File: src/rtl/isp_frame_counter.sv
// isp_frame_counter
//
// Counts completed video frames from the ISP timing signals and latches the
// href count of every closed frame for debug. A frame is counted only when
// its line count lies within [MIN_LINES, MAX_LINES]. A frame left open for
// TIMEOUT_CYC cycles with no vsync edge is abandoned and flagged as bad.
//
// Optional build macro: ISP_FRAME_SYNC_EN adds an extra input register stage
// (d0) ahead of d1 on vsync/href for an asynchronous timing source. This
// increases the vsync-to-output latency by one cycle.
//
// Ports:
//   ispclk        in   sole clock, rising edge
//   rst_n         in   asynchronous active-low reset
//   vsync_in      in   frame sync, rising edge marks a frame boundary
//   href_in       in   line valid, rising edge marks one line
//   enable        in   counting enable; low discards the open frame silently
//   clr           in   synchronous clear, overrides all edges in its cycle
//   framesCnt     out  count of valid frames, wraps modulo 2^16
//   frame_start   out  one-cycle pulse per accepted vsync rise
//   frame_done    out  one-cycle pulse per counted frame
//   bad_frame     out  one-cycle pulse per rejected or timed-out frame
//   line_cnt_last out  href count of the most recently closed frame
//
// State table:
//   IDLE    | counting disabled
//   WAIT_VS | enabled, no frame open, waiting for a vsync rise
//   ACTIVE  | frame open, counting hrefs and timing out
module isp_frame_counter #(
    parameter logic [11:0] MIN_LINES   = 12'd16,
    parameter logic [11:0] MAX_LINES   = 12'd2047,
    parameter logic [31:0] TIMEOUT_CYC = 32'd192000000
) (
    input  logic        ispclk,
    input  logic        rst_n,
    input  logic        vsync_in,
    input  logic        href_in,
    input  logic        enable,
    input  logic        clr,
    output logic [15:0] framesCnt,
    output logic        frame_start,
    output logic        frame_done,
    output logic        bad_frame,
    output logic [11:0] line_cnt_last
);

    typedef enum logic [1:0] {
        IDLE    = 2'd0,
        WAIT_VS = 2'd1,
        ACTIVE  = 2'd2
    } state_t;

    // The timeout runs as a down-counter loaded with TIMEOUT_CYC-1, so that
    // reaching zero is the same cycle as an up-count reaching TIMEOUT_CYC-1.
    localparam logic [31:0] TMO_LOAD = TIMEOUT_CYC - 32'd1;

    logic vs_src, hr_src;
    logic vs_d1, vs_d2, hr_d1, hr_d2;
    logic vs_rise, hr_rise;

`ifdef ISP_FRAME_SYNC_EN
    logic vs_d0, hr_d0;

    always_ff @(posedge ispclk or negedge rst_n) begin
        if (!rst_n) begin
            vs_d0 <= 1'b0;
            hr_d0 <= 1'b0;
        end else begin
            vs_d0 <= vsync_in;
            hr_d0 <= href_in;
        end
    end

    assign vs_src = vs_d0;
    assign hr_src = hr_d0;
`else
    assign vs_src = vsync_in;
    assign hr_src = href_in;
`endif

    always_ff @(posedge ispclk or negedge rst_n) begin
        if (!rst_n) begin
            vs_d1 <= 1'b0;
            vs_d2 <= 1'b0;
            hr_d1 <= 1'b0;
            hr_d2 <= 1'b0;
        end else begin
            vs_d1 <= vs_src;
            vs_d2 <= vs_d1;
            hr_d1 <= hr_src;
            hr_d2 <= hr_d1;
        end
    end

    assign vs_rise = vs_d1 & ~vs_d2;
    assign hr_rise = hr_d1 & ~hr_d2;

    state_t      state, state_nxt;
    logic [11:0] line_cnt, line_nxt, line_inc, last_nxt;
    logic [31:0] tmo_cnt, tmo_nxt;
    logic [15:0] frames_q, frames_nxt;
    logic        start_nxt, done_nxt, bad_nxt;
    logic        frame_ok;

    // Line count including an href rise in this cycle, so a coincident href
    // lands in the frame that is closing.
    assign line_inc = (hr_rise && (line_cnt != 12'hFFF)) ? line_cnt + 12'd1 : line_cnt;
    assign frame_ok = (line_inc >= MIN_LINES) && (line_inc <= MAX_LINES);

    always_comb begin
        state_nxt  = state;
        line_nxt   = line_cnt;
        tmo_nxt    = tmo_cnt;
        frames_nxt = frames_q;
        last_nxt   = line_cnt_last;
        start_nxt  = 1'b0;
        done_nxt   = 1'b0;
        bad_nxt    = 1'b0;

        if (clr) begin
            state_nxt  = enable ? WAIT_VS : IDLE;
            line_nxt   = 12'd0;
            tmo_nxt    = TMO_LOAD;
            frames_nxt = 16'd0;
            last_nxt   = 12'd0;
        end else if (!enable) begin
            state_nxt = IDLE;
            line_nxt  = 12'd0;
            tmo_nxt   = TMO_LOAD;
        end else begin
            case (state)
                IDLE: state_nxt = WAIT_VS;
                WAIT_VS: begin
                    if (vs_rise) begin
                        start_nxt = 1'b1;
                        line_nxt  = 12'd0;
                        tmo_nxt   = TMO_LOAD;
                        state_nxt = ACTIVE;
                    end
                end
                ACTIVE: begin
                    line_nxt = line_inc;
                    tmo_nxt  = tmo_cnt - 32'd1;
                    if (vs_rise) begin
                        // Close the frame and open the next one in one cycle.
                        last_nxt  = line_inc;
                        start_nxt = 1'b1;
                        line_nxt  = 12'd0;
                        tmo_nxt   = TMO_LOAD;
                        if (frame_ok) begin
                            frames_nxt = frames_q + 16'd1;
                            done_nxt   = 1'b1;
                        end else begin
                            bad_nxt = 1'b1;
                        end
                    end else if (tmo_cnt == 32'd0) begin
                        last_nxt  = line_inc;
                        bad_nxt   = 1'b1;
                        line_nxt  = 12'd0;
                        tmo_nxt   = TMO_LOAD;
                        state_nxt = WAIT_VS;
                    end
                end
                default: state_nxt = IDLE;
            endcase
        end
    end

    always_ff @(posedge ispclk or negedge rst_n) begin
        if (!rst_n) begin
            state         <= IDLE;
            line_cnt      <= 12'd0;
            tmo_cnt       <= TMO_LOAD;
            frames_q      <= 16'd0;
            line_cnt_last <= 12'd0;
            frame_start   <= 1'b0;
            frame_done    <= 1'b0;
            bad_frame     <= 1'b0;
        end else begin
            state         <= state_nxt;
            line_cnt      <= line_nxt;
            tmo_cnt       <= tmo_nxt;
            frames_q      <= frames_nxt;
            line_cnt_last <= last_nxt;
            frame_start   <= start_nxt;
            frame_done    <= done_nxt;
            bad_frame     <= bad_nxt;
        end
    end

    assign framesCnt = frames_q;

endmodule

File: config.mk
export PLATFORM = sky130hd
export DESIGN_NAME = isp_frame_counter
export DESIGN_NICKNAME = d
export VERILOG_FILES = /design/src/rtl/isp_frame_counter.sv
export SDC_FILE = /design/constraint.sdc
export NUM_CORES = 1
export LEC_CHECK = 0
export ABC_CLOCK_PERIOD_IN_PS = 5800
export CORE_ASPECT_RATIO = 0.5
export CORE_MARGIN = 2
export CORE_UTILIZATION = 45
export CTS_CLUSTER_DIAMETER = 50
export DETAILED_ROUTE_END_ITERATION = 12
export MAX_ROUTING_LAYER = met4
export SLEW_MARGIN = 20
export SYNTH_ARGS = -nofsm -noshare
export SYNTH_HDL_FRONTEND = slang
export SYNTH_SLANG_ARGS = --single-unit
File: constraint.sdc
create_clock -name ispclk -period 5.8 [get_ports ispclk]
set_clock_uncertainty 0.2 [all_clocks]
set_input_delay 1.45 -clock ispclk [delete_from_list [all_inputs] [get_ports ispclk]]
set_output_delay 1.45 -clock ispclk [all_outputs]
set_load 0.1 [all_outputs]
After elaboration in Yosys (flattened, before gate mapping)
Cells that the tools add are included.
{ "word_totals": {"elab_cells": 87, "out_inout_bits": 31, "in_bits": 6, "reg_bits": 81} }
{ "classes": {"order_cmp": 2, "n_eq_ne": 7, "mux": 45, "reduce_logical": 14, "bitwise": 4, "add_sub_neg": 3} }
{ "ops": {"columns": ["op", "n"], "rows": [
  ["$mux 32", 5],
  ["$mux 12", 11],
  ["$mux 16", 5],
  ["$pmux 32 s2", 1],
  ["$logic_not 32->1", 1],
  ["$sub 32x1->32 const B", 1],
  ["$pmux 12 s2", 1],
  ["$add 16x1->16 const B", 1],
  ["$mux 1", 16],
  ["$add 12x1->12 const B", 1],
  ["$ge 12x5->1 const B", 1],
  ["$le 12x11->1 const B", 1],
  ["$ne 12x12->1 const B", 1],
  ["$ne 4x4->1 const B", 3],
  ["$mux 2", 5],
  ["$reduce_bool 2->1", 4],
  ["$pmux 2 s3", 1],
  ["$reduce_and 3->1", 2],
  ["$ne 4x1->1 const B", 1],
  ["$reduce_and 4->1", 1],
  ["$reduce_bool 3->1", 1],
  ["$and 1x1->1", 2],
  ["$eq 2x1->1 const B", 1],
  ["$eq 2x2->1 const B", 1],
  ["5 further kinds", 7]
]} }

Logic depth before layout (Yosys ltp)
{ "depth": {"depth_word": 11, "depth_mapped": 10, "depth_no_buf": 8} }

Worst setup path before layout
Ideal clock, no wire load.
{ "synth_path": {"path_kind": "input -> register", "from": "input port enable", "to": "register tmo_cnt[3]", "path_stages": 7, "n_path_buf": 1, "required_time_ns": 5.510, "setup_ns": 0.090, "path_slack_ns": 2.690, "arrival_time_ns": 2.820, "path_cell_list": "nor2b_1 -> nand2_1 -> or3_2 -> nand2b_1 -> buf_4 -> o41ai_1 -> o21ai_1"} }
{ "synth_between": {"elab_chain_cells": 2, "elab_cells_between_ends": 5, "classes_between": "2 x eq/ne; 2 x mux; 1 x reduce/logical"} }
{ "synth_rtl": {"columns": ["item", "line", "text"], "rows": [
  ["from (decl)", "38", "input logic enable,"],
  ["$ne 4x1->1 (no line), or another cell as far along", null, null],
  ["$reduce_and 2->1 (no line) / $mux 32 (equally long branches)", null, null],
  ["to (signal assigned)", "182", "tmo_cnt <= tmo_nxt;"],
  ["to (decl)", "100", "logic [31:0] tmo_cnt, tmo_nxt;"]
]} }
Several ways; a longest one is shown, not always the timed one.
A chain may end at the register's enable or synchronous reset.

Final worst setup path
{ "layout_path": {"from": "input port clr", "to": "register tmo_cnt[6]"} }
{ "layout_between": {"elab_chain_cells": 2, "elab_cells_between_ends": 4, "classes_between": "2 x eq/ne; 1 x mux; 1 x reduce/logical"} }
{ "layout_rtl": {"columns": ["item", "line", "text"], "rows": [
  ["from (decl)", "39", "input logic clr,"],
  ["$ne 4x1->1 (no line) / $ne 4x4->1 (equally long branches)", null, null],
  ["$reduce_and 2->1 (no line)", null, null]
]} }
Several ways; a longest one is shown, not always the timed one.

==> flow_summary.toml <==
[worst_setup_path]
cp.depth = 8
cp.required_ps = 5850
worst_path_max_delay_cell = "or3_2"
max_stage_delay_ps = 650
crit_arrival_ps = 4050
crit_path_end_kind = "flop"
cp-start-kind = "primary input"
path_delay_family = "simple AND/OR/NAND/NOR gates"
crit_buf_inv = 2
crit_chain = "clkdlybuf4s50_1 > buf_4 > nor2b_1 > nand2_1 > or3_2 > nand2b_1 > o41ai_1 > o21ai_1"
criticalPathCategory = "in -> reg"
rr_worst_depth = 7
critPathMaxFanout = 21

[placement]
port-buffer-count = 36
dp_hpwl_microns = 6610
gp_congestion = 0.844

[drt]
drtIter0Drc = 263
totalWireLength_microns = 9660
vias_per_cell = 5.48
post_drt_wl_per_cell_microns = 15.2
firstDrtPassIters = 4
vias = 3480
antenna_left = 0
drcViolationCount = 0

[power]
peakVddDrop_v = 0.000143
leakage_nw = 1.91
p_per_area_nw_per_um2 = 252

[timing]
hold_viol_final = 0
period_share = 0.690
rsz0062_at_grt = "no"
finalMaxSlewViolations = 0
fmax_mhz = 250
min_period_ps = 4000
relSlewSlack = 0.335
tightest_slew_ps = 994
finalSetupTns_ps = 0
setup_viol = 0
whs_ps = 200

[global_route]
grt_usage = 0.206
grt_pass1_wl_microns = 16300
overflow = 0
grt_max_degree = 51
grt_pass1_vias = 3207
antenna_found_initial = 0

[logic_synthesis]
syn_nets = 480
synth_edf_count = 0
synth_top_area_share = 0.345
avgSynthCellArea_sq_um = 9.35
synth_seq_cells = 81
syn_area_sq_um = 4360
yosysSeqAreaShare = 0.471
synth_top_area_cell = "dfrtp_1"
syn_inst = 466
async_flop_share = 1.00
ys.flop_type = "dfrtp_1"
yosys_warnings = 0
synthDistinctLibCells = 57
synth_area_leaders = "dfrtp_1, dfstp_2, xnor2_1"

[die]
fp.dieW_microns = 143
num_io_pins = 37
coreArea_sq_um = 9420
start_util = 0.463
fp.dieArea_sq_um = 10500
rows = 25
fp.dieH_microns = 73.6

[clock_tree]
ctsResizeCount = 0
h-tree-depth = 3
post_cts_buffers = 0
root_buffer = "clkbuf_16"
clkSinkCount = 81
cts_buffer_depth = 2
cts_hold_buf = 0
clk_pin_slew_ps = 60
cts_tree = "done"
clk_latency_ps = 340
cts_made_buffers = 9

[final_layout]
mostFrequentLayoutCell = "dfrtp_1"
most-common-layout-cells = "dfrtp_1, nand2_1, clkdlybuf4s50_1"
syn_to_final_growth_pct = 18.1
fin_nets = 509
antennaDiodeCount = 0
final_layout_size_suffix_gt1_frac = 0.110

[worst_hold_path]
hold_depth = 0
worst_hold_path_type = "reg -> reg"

[run_status]
status = "completed"

[job]
maxCapViolCount = 0
==> layer usage <==
metal / GRT usage / wire, microns / vias up
li1: - / - / 1745
met1: 0.283 / 5100 / 1655
met2: 0.308 / 4070 / 67
met3: 0.0535 / 404 / 13
met4: 0.0495 / 87 / 0
met5: - / 0 / -
==> Yosys cell counts, types with 8 or more instances <==
master and number:
dfrtp_1 60, nand2_1 48, nor2_1 32, o21ai_1 32, xnor2_1 22, dfstp_2 21
nand3_1 20, nor3_1 20, a21oi_1 18, o21ai_0 17, or3_1 15, inv_1 11
o31ai_1 11, clkbuf_1 10, buf_2 8, ha_1 8, nand4_1 8
==> through the flow <==
| stage | worst slack, ps | cell area, sq um | utilization | total power (W) | instances |
|---|---|---|---|---|---|
| 2_1_floorplan | 2690 | 4360 | - | 0.000623 | 466 |
| 3_3_place_gp | 1500 | 4800 | 0.510 | 0.000650 | 619 |
| 3_5_place_dp | 1460 | 4800 | 0.510 | 0.000650 | 619 |
| 4_1_cts | 1810 | 5150 | 0.547 | 0.00131 | 635 |
| 5_1_grt | 1630 | 5150 | 0.547 | 0.00135 | 635 |
| 6_report | 1800 | 5150 | 0.547 | 0.00130 | 635 |
==> final cells by class <==
type / instances / area [sq um]
Tap cell: 135 / 169
Fill cell: 851 / 4270
Sequential cell: 81 / 2050
Clock buffer: 11 / 243
Inverter: 11 / 41.3
Clock inverter: 5 / 103
Timing Repair Buffer: 41 / 395
Multi-Input combinational cell: 351 / 2140
==> power by group <==
group,total (W),internal (W),switching (W)
clock,0.000659,0.000432,0.000227
sequential,0.000581,0.000574,0.00000656
combinational,0.0000586,0.0000180,0.0000406
total,0.00130,0.00102,0.000274
==> flip-flops by register name, summed over array words and instances (netlist names) <==
signal and cells:
vs_d1 1, state 2, hr_d2 1, frame_start 1
vs_d2 1, frame_done 1, hr_d1 1, bad_frame 1
line_cnt_last 12, line_cnt 12, framesCnt 16, tmo_cnt 32
==> final timing paths <==
check | from | endpoint | slack (ps)
max | clr | tmo_cnt[6] | 1800
min | vs_d1 | vs_d2 | 200
max reg2reg | tmo_cnt[19] | line_cnt[4] | 2260
min reg2reg | vs_d1 | vs_d2 | 200
max in group asynchronous | rst_n | tmo_cnt[2] | 3550
min in group asynchronous | rst_n | framesCnt[15] | 930
==> cell families after synthesis <==
group	synth area share
multiplexers	0.0121
AND/OR/NAND/NOR	0.245
flip-flops	0.471
AO/OA/AOI/OAI	0.158
buffers and inverters	0.0370
adder cells (fa/ha/maj)	0.0230
XOR/XNOR	0.0543
Note: power is estimated with default switching activity, not from simulation.
